File: src/rtl/apb_master_bridge_if.sv
`default_nettype none
// ============================================================================
// Module   : apb_master_bridge_if
// Purpose  : Bundles the command port, response port and APB4 requester bus of
//            apb_master_bridge.
// Ports    : (interface signals)
//            cmd_*  - command handshake and payload (valid/ready)
//            rsp_*  - response handshake and payload (valid/ready)
//            busy   - bridge has work queued or in flight
//            p*     - APB4 bus (psel, penable, pwrite, paddr, pwdata, pstrb,
//                     pprot, prdata, pready, pslverr)
// Modports : master - the bridge's view; slave - the view of whatever
//            surrounds it (command source, response sink and APB completer).
// Revision : 1.0 - initial release
// ============================================================================
interface apb_master_bridge_if #(
  parameter int ADDR_WIDTH = 32,
  parameter int DATA_WIDTH = 32
);
  localparam int STRB_WIDTH = DATA_WIDTH / 8;

  logic                  cmd_valid;
  logic                  cmd_ready;
  logic                  cmd_write;
  logic [ADDR_WIDTH-1:0] cmd_addr;
  logic [DATA_WIDTH-1:0] cmd_wdata;
  logic [STRB_WIDTH-1:0] cmd_strb;
  logic [2:0]            cmd_prot;

  logic                  rsp_valid;
  logic                  rsp_ready;
  logic [DATA_WIDTH-1:0] rsp_rdata;
  logic                  rsp_err;
  logic                  rsp_timeout;

  logic                  busy;

  logic                  psel;
  logic                  penable;
  logic                  pwrite;
  logic [ADDR_WIDTH-1:0] paddr;
  logic [DATA_WIDTH-1:0] pwdata;
  logic [STRB_WIDTH-1:0] pstrb;
  logic [2:0]            pprot;
  logic [DATA_WIDTH-1:0] prdata;
  logic                  pready;
  logic                  pslverr;

  modport master (
    input  cmd_valid, cmd_write, cmd_addr, cmd_wdata, cmd_strb, cmd_prot,
    output cmd_ready,
    output rsp_valid, rsp_rdata, rsp_err, rsp_timeout,
    input  rsp_ready,
    output busy,
    output psel, penable, pwrite, paddr, pwdata, pstrb, pprot,
    input  prdata, pready, pslverr
  );

  modport slave (
    output cmd_valid, cmd_write, cmd_addr, cmd_wdata, cmd_strb, cmd_prot,
    input  cmd_ready,
    input  rsp_valid, rsp_rdata, rsp_err, rsp_timeout,
    output rsp_ready,
    input  busy,
    input  psel, penable, pwrite, paddr, pwdata, pstrb, pprot,
    output prdata, pready, pslverr
  );
endinterface
`default_nettype wire

File: src/rtl/apb_master_bridge.sv
`default_nettype none
// ============================================================================
// Module   : apb_master_bridge
// Purpose  : APB4 requester. Commands are queued in a FIFO and executed one at
//            a time as SETUP/ACCESS transfers; each produces one response
//            (read data, error flag, timeout flag) held until consumed.
// Ports    : pclk     - APB clock, rising edge
//            preset_n - asynchronous active-low reset
//            bus      - apb_master_bridge_if.master (command, response, busy
//                       and APB signals)
// Params   : ADDR_WIDTH, DATA_WIDTH (8/16/32), FIFO_DEPTH (power of 2, >=2),
//            TIMEOUT_CYCLES (ACCESS cycles with pready low before abort,
//            0 disables the timeout)
// Revision : 1.0 - initial release
// ============================================================================
module apb_master_bridge #(
  parameter int ADDR_WIDTH     = 32,
  parameter int DATA_WIDTH     = 32,
  parameter int FIFO_DEPTH     = 4,
  parameter int TIMEOUT_CYCLES = 256
) (
  input  wire logic             pclk,
  input  wire logic             preset_n,
  apb_master_bridge_if.master   bus
);
  localparam int STRB_WIDTH = DATA_WIDTH / 8;
  localparam int c_PTR_W    = $clog2(FIFO_DEPTH);
  localparam int c_TMO_W    = (TIMEOUT_CYCLES < 2) ? 1 : $clog2(TIMEOUT_CYCLES + 1);
  localparam logic [c_PTR_W:0]   c_FULL     = (c_PTR_W + 1)'(FIFO_DEPTH);
  localparam logic [c_TMO_W-1:0] c_TMO_LAST =
    (TIMEOUT_CYCLES > 0) ? c_TMO_W'(TIMEOUT_CYCLES - 1) : '0;

  typedef enum logic [1:0] {
    S_IDLE   = 2'd0,
    S_SETUP  = 2'd1,
    S_ACCESS = 2'd2
  } state_t;

  // Command FIFO storage (no reset needed: validity is tracked by r_count)
  logic                  r_fifo_write [FIFO_DEPTH];
  logic [ADDR_WIDTH-1:0] r_fifo_addr  [FIFO_DEPTH];
  logic [DATA_WIDTH-1:0] r_fifo_wdata [FIFO_DEPTH];
  logic [STRB_WIDTH-1:0] r_fifo_strb  [FIFO_DEPTH];
  logic [2:0]            r_fifo_prot  [FIFO_DEPTH];

  logic [c_PTR_W-1:0]    r_wr_ptr, r_rd_ptr;
  logic [c_PTR_W:0]      r_count, w_count_nxt;
  logic                  r_cmd_ready;

  state_t                r_state, w_state_nxt;
  logic [c_TMO_W-1:0]    r_tmo_cnt;

  logic                  r_pwrite;
  logic [ADDR_WIDTH-1:0] r_paddr;
  logic [DATA_WIDTH-1:0] r_pwdata;
  logic [STRB_WIDTH-1:0] r_pstrb;
  logic [2:0]            r_pprot;

  logic                  r_rsp_valid, r_rsp_err, r_rsp_timeout;
  logic [DATA_WIDTH-1:0] r_rsp_rdata;

  logic w_push, w_pop, w_done, w_abort, w_tmo_hit, w_psel, w_penable;

  assign w_push    = bus.cmd_valid && r_cmd_ready;
  assign w_tmo_hit = (TIMEOUT_CYCLES != 0) && (r_tmo_cnt == c_TMO_LAST);

  // ---------------------------------------------------------------- FSM
  always_ff @(posedge pclk or negedge preset_n) begin
    if (!preset_n) r_state <= S_IDLE;
    else           r_state <= w_state_nxt;
  end

  always_comb begin
    w_state_nxt = r_state;
    w_pop       = 1'b0;
    w_done      = 1'b0;
    w_abort     = 1'b0;
    w_psel      = 1'b0;
    w_penable   = 1'b0;
    case (r_state)
      S_IDLE: begin
        // Launch only when the response slot is free (or freed this cycle)
        if ((r_count != '0) && (!r_rsp_valid || bus.rsp_ready)) begin
          w_pop       = 1'b1;
          w_state_nxt = S_SETUP;
        end
      end
      S_SETUP: begin
        w_psel      = 1'b1;
        w_state_nxt = S_ACCESS;
      end
      S_ACCESS: begin
        w_psel    = 1'b1;
        w_penable = 1'b1;
        if (bus.pready) begin
          w_done      = 1'b1;
          w_state_nxt = S_IDLE;
        end else if (w_tmo_hit) begin
          w_abort     = 1'b1;
          w_state_nxt = S_IDLE;
        end
      end
      default: w_state_nxt = S_IDLE;
    endcase
  end

  // ---------------------------------------------------------------- FIFO level
  always_comb begin
    w_count_nxt = r_count;
    if (w_push && !w_pop)      w_count_nxt = r_count + 1'b1;
    else if (!w_push && w_pop) w_count_nxt = r_count - 1'b1;
  end

  always_ff @(posedge pclk) begin
    if (w_push) begin
      r_fifo_write[r_wr_ptr] <= bus.cmd_write;
      r_fifo_addr [r_wr_ptr] <= bus.cmd_addr;
      r_fifo_wdata[r_wr_ptr] <= bus.cmd_wdata;
      r_fifo_strb [r_wr_ptr] <= bus.cmd_strb;
      r_fifo_prot [r_wr_ptr] <= bus.cmd_prot;
    end
  end

  // ---------------------------------------------------------------- datapath
  always_ff @(posedge pclk or negedge preset_n) begin
    if (!preset_n) begin
      r_wr_ptr      <= '0;
      r_rd_ptr      <= '0;
      r_count       <= '0;
      r_cmd_ready   <= 1'b0;
      r_tmo_cnt     <= '0;
      r_pwrite      <= 1'b0;
      r_paddr       <= '0;
      r_pwdata      <= '0;
      r_pstrb       <= '0;
      r_pprot       <= '0;
      r_rsp_valid   <= 1'b0;
      r_rsp_err     <= 1'b0;
      r_rsp_timeout <= 1'b0;
      r_rsp_rdata   <= '0;
    end else begin
      if (w_push) r_wr_ptr <= r_wr_ptr + 1'b1;
      if (w_pop)  r_rd_ptr <= r_rd_ptr + 1'b1;
      r_count     <= w_count_nxt;
      // Registered so that it is low throughout reset and rises one edge later
      r_cmd_ready <= (w_count_nxt != c_FULL);

      if (w_pop) begin
        r_pwrite <= r_fifo_write[r_rd_ptr];
        r_paddr  <= r_fifo_addr[r_rd_ptr];
        r_pwdata <= r_fifo_write[r_rd_ptr] ? r_fifo_wdata[r_rd_ptr] : '0;
        r_pstrb  <= r_fifo_write[r_rd_ptr] ? r_fifo_strb[r_rd_ptr]  : '0;
        r_pprot  <= r_fifo_prot[r_rd_ptr];
      end

      if (r_state == S_SETUP)
        r_tmo_cnt <= '0;
      else if ((r_state == S_ACCESS) && !bus.pready && !w_tmo_hit)
        r_tmo_cnt <= r_tmo_cnt + 1'b1;

      // A completion reloads the response even if it is consumed this cycle
      if (w_done || w_abort) begin
        r_rsp_valid   <= 1'b1;
        r_rsp_err     <= w_done ? bus.pslverr : 1'b1;
        r_rsp_timeout <= w_abort;
        r_rsp_rdata   <= (w_done && !r_pwrite) ? bus.prdata : '0;
      end else if (r_rsp_valid && bus.rsp_ready) begin
        r_rsp_valid   <= 1'b0;
        r_rsp_err     <= 1'b0;
        r_rsp_timeout <= 1'b0;
        r_rsp_rdata   <= '0;
      end
    end
  end

  // ---------------------------------------------------------------- outputs
  assign bus.cmd_ready   = r_cmd_ready;
  assign bus.rsp_valid   = r_rsp_valid;
  assign bus.rsp_rdata   = r_rsp_rdata;
  assign bus.rsp_err     = r_rsp_err;
  assign bus.rsp_timeout = r_rsp_timeout;
  assign bus.busy        = (r_state != S_IDLE) || (r_count != '0);
  assign bus.psel        = w_psel;
  assign bus.penable     = w_penable;
  assign bus.pwrite      = r_pwrite;
  assign bus.paddr       = r_paddr;
  assign bus.pwdata      = r_pwdata;
  assign bus.pstrb       = r_pstrb;
  assign bus.pprot       = r_pprot;

endmodule
`default_nettype wire

File: src/flat_wrapper.sv
// flat-port wrapper written by rule: the top's interface ports become plain ports
module apb_master_bridge_flat 
#(
  parameter int ADDR_WIDTH     = 32,
  parameter int DATA_WIDTH     = 32,
  parameter int FIFO_DEPTH     = 4,
  parameter int TIMEOUT_CYCLES = 256
)
  (pclk, preset_n, bus_cmd_valid, bus_cmd_write, bus_cmd_addr, bus_cmd_wdata, bus_cmd_strb, bus_cmd_prot, bus_cmd_ready, bus_rsp_valid, bus_rsp_rdata, bus_rsp_err, bus_rsp_timeout, bus_rsp_ready, bus_busy, bus_psel, bus_penable, bus_pwrite, bus_paddr, bus_pwdata, bus_pstrb, bus_pprot, bus_prdata, bus_pready, bus_pslverr);
  apb_master_bridge_if #(.ADDR_WIDTH(ADDR_WIDTH), .DATA_WIDTH(DATA_WIDTH)) bus_i ();
  input  wire logic pclk;
  input  wire logic preset_n;
  input wire logic [$bits(bus_i.cmd_valid)-1:0] bus_cmd_valid;
  input wire logic [$bits(bus_i.cmd_write)-1:0] bus_cmd_write;
  input wire logic [$bits(bus_i.cmd_addr)-1:0] bus_cmd_addr;
  input wire logic [$bits(bus_i.cmd_wdata)-1:0] bus_cmd_wdata;
  input wire logic [$bits(bus_i.cmd_strb)-1:0] bus_cmd_strb;
  input wire logic [$bits(bus_i.cmd_prot)-1:0] bus_cmd_prot;
  output wire logic [$bits(bus_i.cmd_ready)-1:0] bus_cmd_ready;
  output wire logic [$bits(bus_i.rsp_valid)-1:0] bus_rsp_valid;
  output wire logic [$bits(bus_i.rsp_rdata)-1:0] bus_rsp_rdata;
  output wire logic [$bits(bus_i.rsp_err)-1:0] bus_rsp_err;
  output wire logic [$bits(bus_i.rsp_timeout)-1:0] bus_rsp_timeout;
  input wire logic [$bits(bus_i.rsp_ready)-1:0] bus_rsp_ready;
  output wire logic [$bits(bus_i.busy)-1:0] bus_busy;
  output wire logic [$bits(bus_i.psel)-1:0] bus_psel;
  output wire logic [$bits(bus_i.penable)-1:0] bus_penable;
  output wire logic [$bits(bus_i.pwrite)-1:0] bus_pwrite;
  output wire logic [$bits(bus_i.paddr)-1:0] bus_paddr;
  output wire logic [$bits(bus_i.pwdata)-1:0] bus_pwdata;
  output wire logic [$bits(bus_i.pstrb)-1:0] bus_pstrb;
  output wire logic [$bits(bus_i.pprot)-1:0] bus_pprot;
  input wire logic [$bits(bus_i.prdata)-1:0] bus_prdata;
  input wire logic [$bits(bus_i.pready)-1:0] bus_pready;
  input wire logic [$bits(bus_i.pslverr)-1:0] bus_pslverr;
  assign bus_i.cmd_valid = bus_cmd_valid;
  assign bus_i.cmd_write = bus_cmd_write;
  assign bus_i.cmd_addr = bus_cmd_addr;
  assign bus_i.cmd_wdata = bus_cmd_wdata;
  assign bus_i.cmd_strb = bus_cmd_strb;
  assign bus_i.cmd_prot = bus_cmd_prot;
  assign bus_cmd_ready = bus_i.cmd_ready;
  assign bus_rsp_valid = bus_i.rsp_valid;
  assign bus_rsp_rdata = bus_i.rsp_rdata;
  assign bus_rsp_err = bus_i.rsp_err;
  assign bus_rsp_timeout = bus_i.rsp_timeout;
  assign bus_i.rsp_ready = bus_rsp_ready;
  assign bus_busy = bus_i.busy;
  assign bus_psel = bus_i.psel;
  assign bus_penable = bus_i.penable;
  assign bus_pwrite = bus_i.pwrite;
  assign bus_paddr = bus_i.paddr;
  assign bus_pwdata = bus_i.pwdata;
  assign bus_pstrb = bus_i.pstrb;
  assign bus_pprot = bus_i.pprot;
  assign bus_i.prdata = bus_prdata;
  assign bus_i.pready = bus_pready;
  assign bus_i.pslverr = bus_pslverr;
  apb_master_bridge #(.ADDR_WIDTH(ADDR_WIDTH), .DATA_WIDTH(DATA_WIDTH), .FIFO_DEPTH(FIFO_DEPTH), .TIMEOUT_CYCLES(TIMEOUT_CYCLES)) u_core (.pclk(pclk), .preset_n(preset_n), .bus(bus_i));
endmodule
File: config.mk
export PLATFORM = sky130hd
export DESIGN_NAME = apb_master_bridge_flat
export DESIGN_NICKNAME = d
export VERILOG_FILES = /design/src/rtl/apb_master_bridge_if.sv /design/src/rtl/apb_master_bridge.sv /design/src/flat_wrapper.sv
export SDC_FILE = /design/constraint.sdc
export NUM_CORES = 1
export LEC_CHECK = 0
export ABC_AREA = 1
export CAP_MARGIN = 20
export CORE_ASPECT_RATIO = 0.75
export CORE_UTILIZATION = 60
export CTS_BUF_LIST = sky130_fd_sc_hd__clkbuf_8
export DETAILED_ROUTE_END_ITERATION = 7
export PLACE_DENSITY = 0.86
export SYNTH_ARGS = -nofsm -noshare
export SYNTH_HDL_FRONTEND = slang
export SYNTH_SLANG_ARGS = --single-unit
File: constraint.sdc
create_clock -name pclk -period 7 [get_ports pclk]
set_clock_uncertainty 0.1 [all_clocks]
set_input_delay 1.4 -clock pclk [delete_from_list [all_inputs] [get_ports pclk]]
set_output_delay 1.4 -clock pclk [all_outputs]
set_load 0.05 [all_outputs]
==> results.md <==
* Layout cells sized above 1 at slightly above 9%
* Clk_lat worst skew at ~0.59 ns
* Post-CTS Resized at 0
* Fmax at between 200 and 300 MHz
* Rel. slew slack at between 20% and 30%
* Drt via density at 5.760
* Fill cells at 1617
* RSZ-0062 raised after global routing: no
* Overall Global Routing Usage at a little over a quarter
* Die Y at about 140 microns
* Multi-input gate area at around 0.0036 sq mm
* Setup TNS at 0 ns
* Max clock buf depth at 3
* First-pass GRT wire length at 55.37 mm
* Antenna violations before repair at 1
* Drt drc at 0
* Vias in the first global route at 10.64k
* Cell Pwr Density at 480.1 mW/mm^2
* CTS tree: yes
* Max FO, Critical Path at 4
* # clock sinks at slightly above 400
* Post-DRT Antenna Nets at 0
* Syn Area/Cell at roughly 13 sq um
* Max IR drop VDD at 316.8 uV
* Placed Cells at about 1.8k
* Min-delay worst type: flip-flop to flip-flop
* Synthesized flop and latch total at about 410
* Row Count at 51
* Final setup fails at 0
* Reg area at ~0.012 sq mm
* RePlAce Congestion at slightly above 0.8
* Initial core utilization at 61.31%
* Largest net degree at the start of global routing at between 100 and 150
* CP startpoint kind: flip-flop
* Minimum clock period at about 3.8 ns
* Post-CTS setup buffer count at 0
* Unique masters post-synth at 27
* Period utilization at between 50% and 60%
* Vias at between 10k and 15k
* TritonCTS Buffers at 60
* Most common cell after layout, fill and taps aside: edfxtp_1
* Wire per inst at between 15 and 20 microns
* First-pass DRT Iterations at 5
* CTS root buf: clkbuf_8
* GRT Residual Overflow at 0
* Worst EP required at around 5.5 ns
* Max-Cap Viols at 0
* Sequential-to-total area share from yosys stat at ~74%
* Final non-filler cell total at approximately 1.9k
* IO Port Bufs at between 200 and 250
* Clock transition at the registers of the reported paths at about 0.060 ns
* Post-CTS Hold Fix Bufs at 0
* Cells after Synth at between 1k and 1.5k
* Leakage power at 7.608 nW
* Post-DP HPWL at between 20 and 25 mm
* Crit. End Element: primary output
* Nets at roughly 1.6k
* Post-place setup slack at approximately 2.8 ns
* Most frequent cells in the layout: edfxtp_1 (288), clkdlybuf4s50_1 (219), o21ai_0 (185)
* Worst Slack Setup Final at 3.233 ns
* Final hold vios at 0
* Status: finished, final reports clean
* Setup CP Type: flip-flop to primary output
* Layout area overhead at 23.01%
* H-tree levels at 2
* Chip Width at around 190 microns
* Initial DRC Count at about 1.1k
* I/O pins at between 200 and 250
* Worst-Margin Slew at 1.060 ns
* Syn_nets at ~1.4k
* Yosys Warn Count at 0
* Core area at approximately 0.026 sq mm
* DIE AREA at around 0.027 sq mm
* Final Slew Violations at 0
* FF-to-FF setup slack at ~4.2 ns
* Mapped cell area at between 0.015 and 0.02 sq mm
* Routed WL at 35.98 mm
* Critical Path AT at about 2.3 ns
## report_power, final
| part | internal, mW | switching, mW | total (mW) | leakage (nW) |
|---|---|---|---|---|
| sequential | 3.30 | 0.332 | 3.63 | 4.26 |
| combinational | 1.16 | 2.64 | 3.80 | 2.62 |
| clock | 1.10 | 0.893 | 2.00 | 0.723 |
| total | 5.56 | 3.87 | 9.43 | 7.61 |
## registers in the layout, indices dropped and copies added, names as in the netlist
register / cells
u_core.bus.cmd_ready: 1
u_core.bus.paddr: 32
u_core.bus.pprot: 3
u_core.bus.pstrb: 4
u_core.bus.pwdata: 32
u_core.bus.pwrite: 1
u_core.bus.rsp_err: 1
u_core.bus.rsp_rdata: 32
u_core.bus.rsp_timeout: 1
u_core.bus.rsp_valid: 1
u_core.r_count: 3
u_core.r_fifo_addr: 128
u_core.r_fifo_prot: 12
u_core.r_fifo_strb: 16
u_core.r_fifo_wdata: 128
u_core.r_fifo_write: 4
u_core.r_rd_ptr: 2
u_core.r_state: 2
u_core.r_tmo_cnt: 9
u_core.r_wr_ptr: 2
## through the flow
step           hold slack, ns  cell area, sq um  total power, mW  utilization, %
2_1_floorplan          0.3690             15960            6.280               -
3_3_place_gp           0.3647             18330            7.310           70.42
3_5_place_dp           0.3659             18330            7.449           70.42
4_1_cts                0.3835             19600            9.452           75.30
5_1_grt                0.4000             19630            9.895           75.40
6_report               0.3804             19630            9.426           75.41
## final timing paths
kind                                       startpoint                     to  depth (start not counted)
worst max-delay path                u_core.r_state[0]               bus_busy                          4
worst min-delay path            u_core.bus.pwdata[31]  u_core.bus.pwdata[31]                          2
worst max register to register     u_core.r_rd_ptr[0]    u_core.bus.pstrb[1]                          5
worst min register to register  u_core.bus.pwdata[31]  u_core.bus.pwdata[31]                          2
max in group asynchronous                    preset_n     u_core.r_rd_ptr[0]                          2
min in group asynchronous                    preset_n  u_core.bus.pwdata[13]                          1
## cell usage after synthesis (all sizes together)
cell type,n,share of area (%)
clkbuf,29,0.68
nand3,51,1.6
o22ai,37,1.5
edfxtp,288,54
buf,43,1.8
nand4,3,0.12
and3,1,0.039
a21oi,5,0.16
dfrtp,126,20
ha,12,0.94
nor2,155,3.7
nand2,177,4.2
nor3,4,0.13
nand3b,2,0.094
xor2,3,0.16
o21ai,221,7.6
o22a,36,2.0
inv,59,1.4
## layout make-up
cell class	count	share of cell area, %
multi-input cells	707	18.27
diodes	1	0.01275
inverters	59	1.141
repair buffers	232	11.78
flip-flops and latches	414	60.13
clock inverters	41	1.491
well taps	344	2.192
clock buffers	71	4.977
## cell families (layout without fill, tap and decap cells)
family                     Yosys count  count (layout)  share of synthesized area [%]
AOI/OAI and AO/OA                  299             299                          11.23
xor gates and xnor gates             3               3                         0.1646
buffers and inverters              131             403                          3.849
and+or+nand+nor                    393             393                          9.877
DFF                                414             414                          73.94
other                                0               1                              0
adders and majority gates           12              12                         0.9406
## critical path: stages, from the launching register on
cell	delay [ns]
dfrtp_1	0.38
inv_1	0.08
ha_1	0.27
nand3_1	0.12
clkdlybuf4s50_1	0.82
## routing by layer
metal / wire length [microns] / GRT usage, % / vias up / part of all wire (%)
met5: 0 / 0 / - / 0
met4: 736 / 8.253 / 0 / 2.0
met3: 2823 / 5.284 / 72 / 7.8
met2: 17140 / 42.09 / 467 / 48
met1: 15270 / 36.67 / 5342 / 42
li1: - / - / 4885 / -
Note: power is estimated with default switching activity, not from simulation.
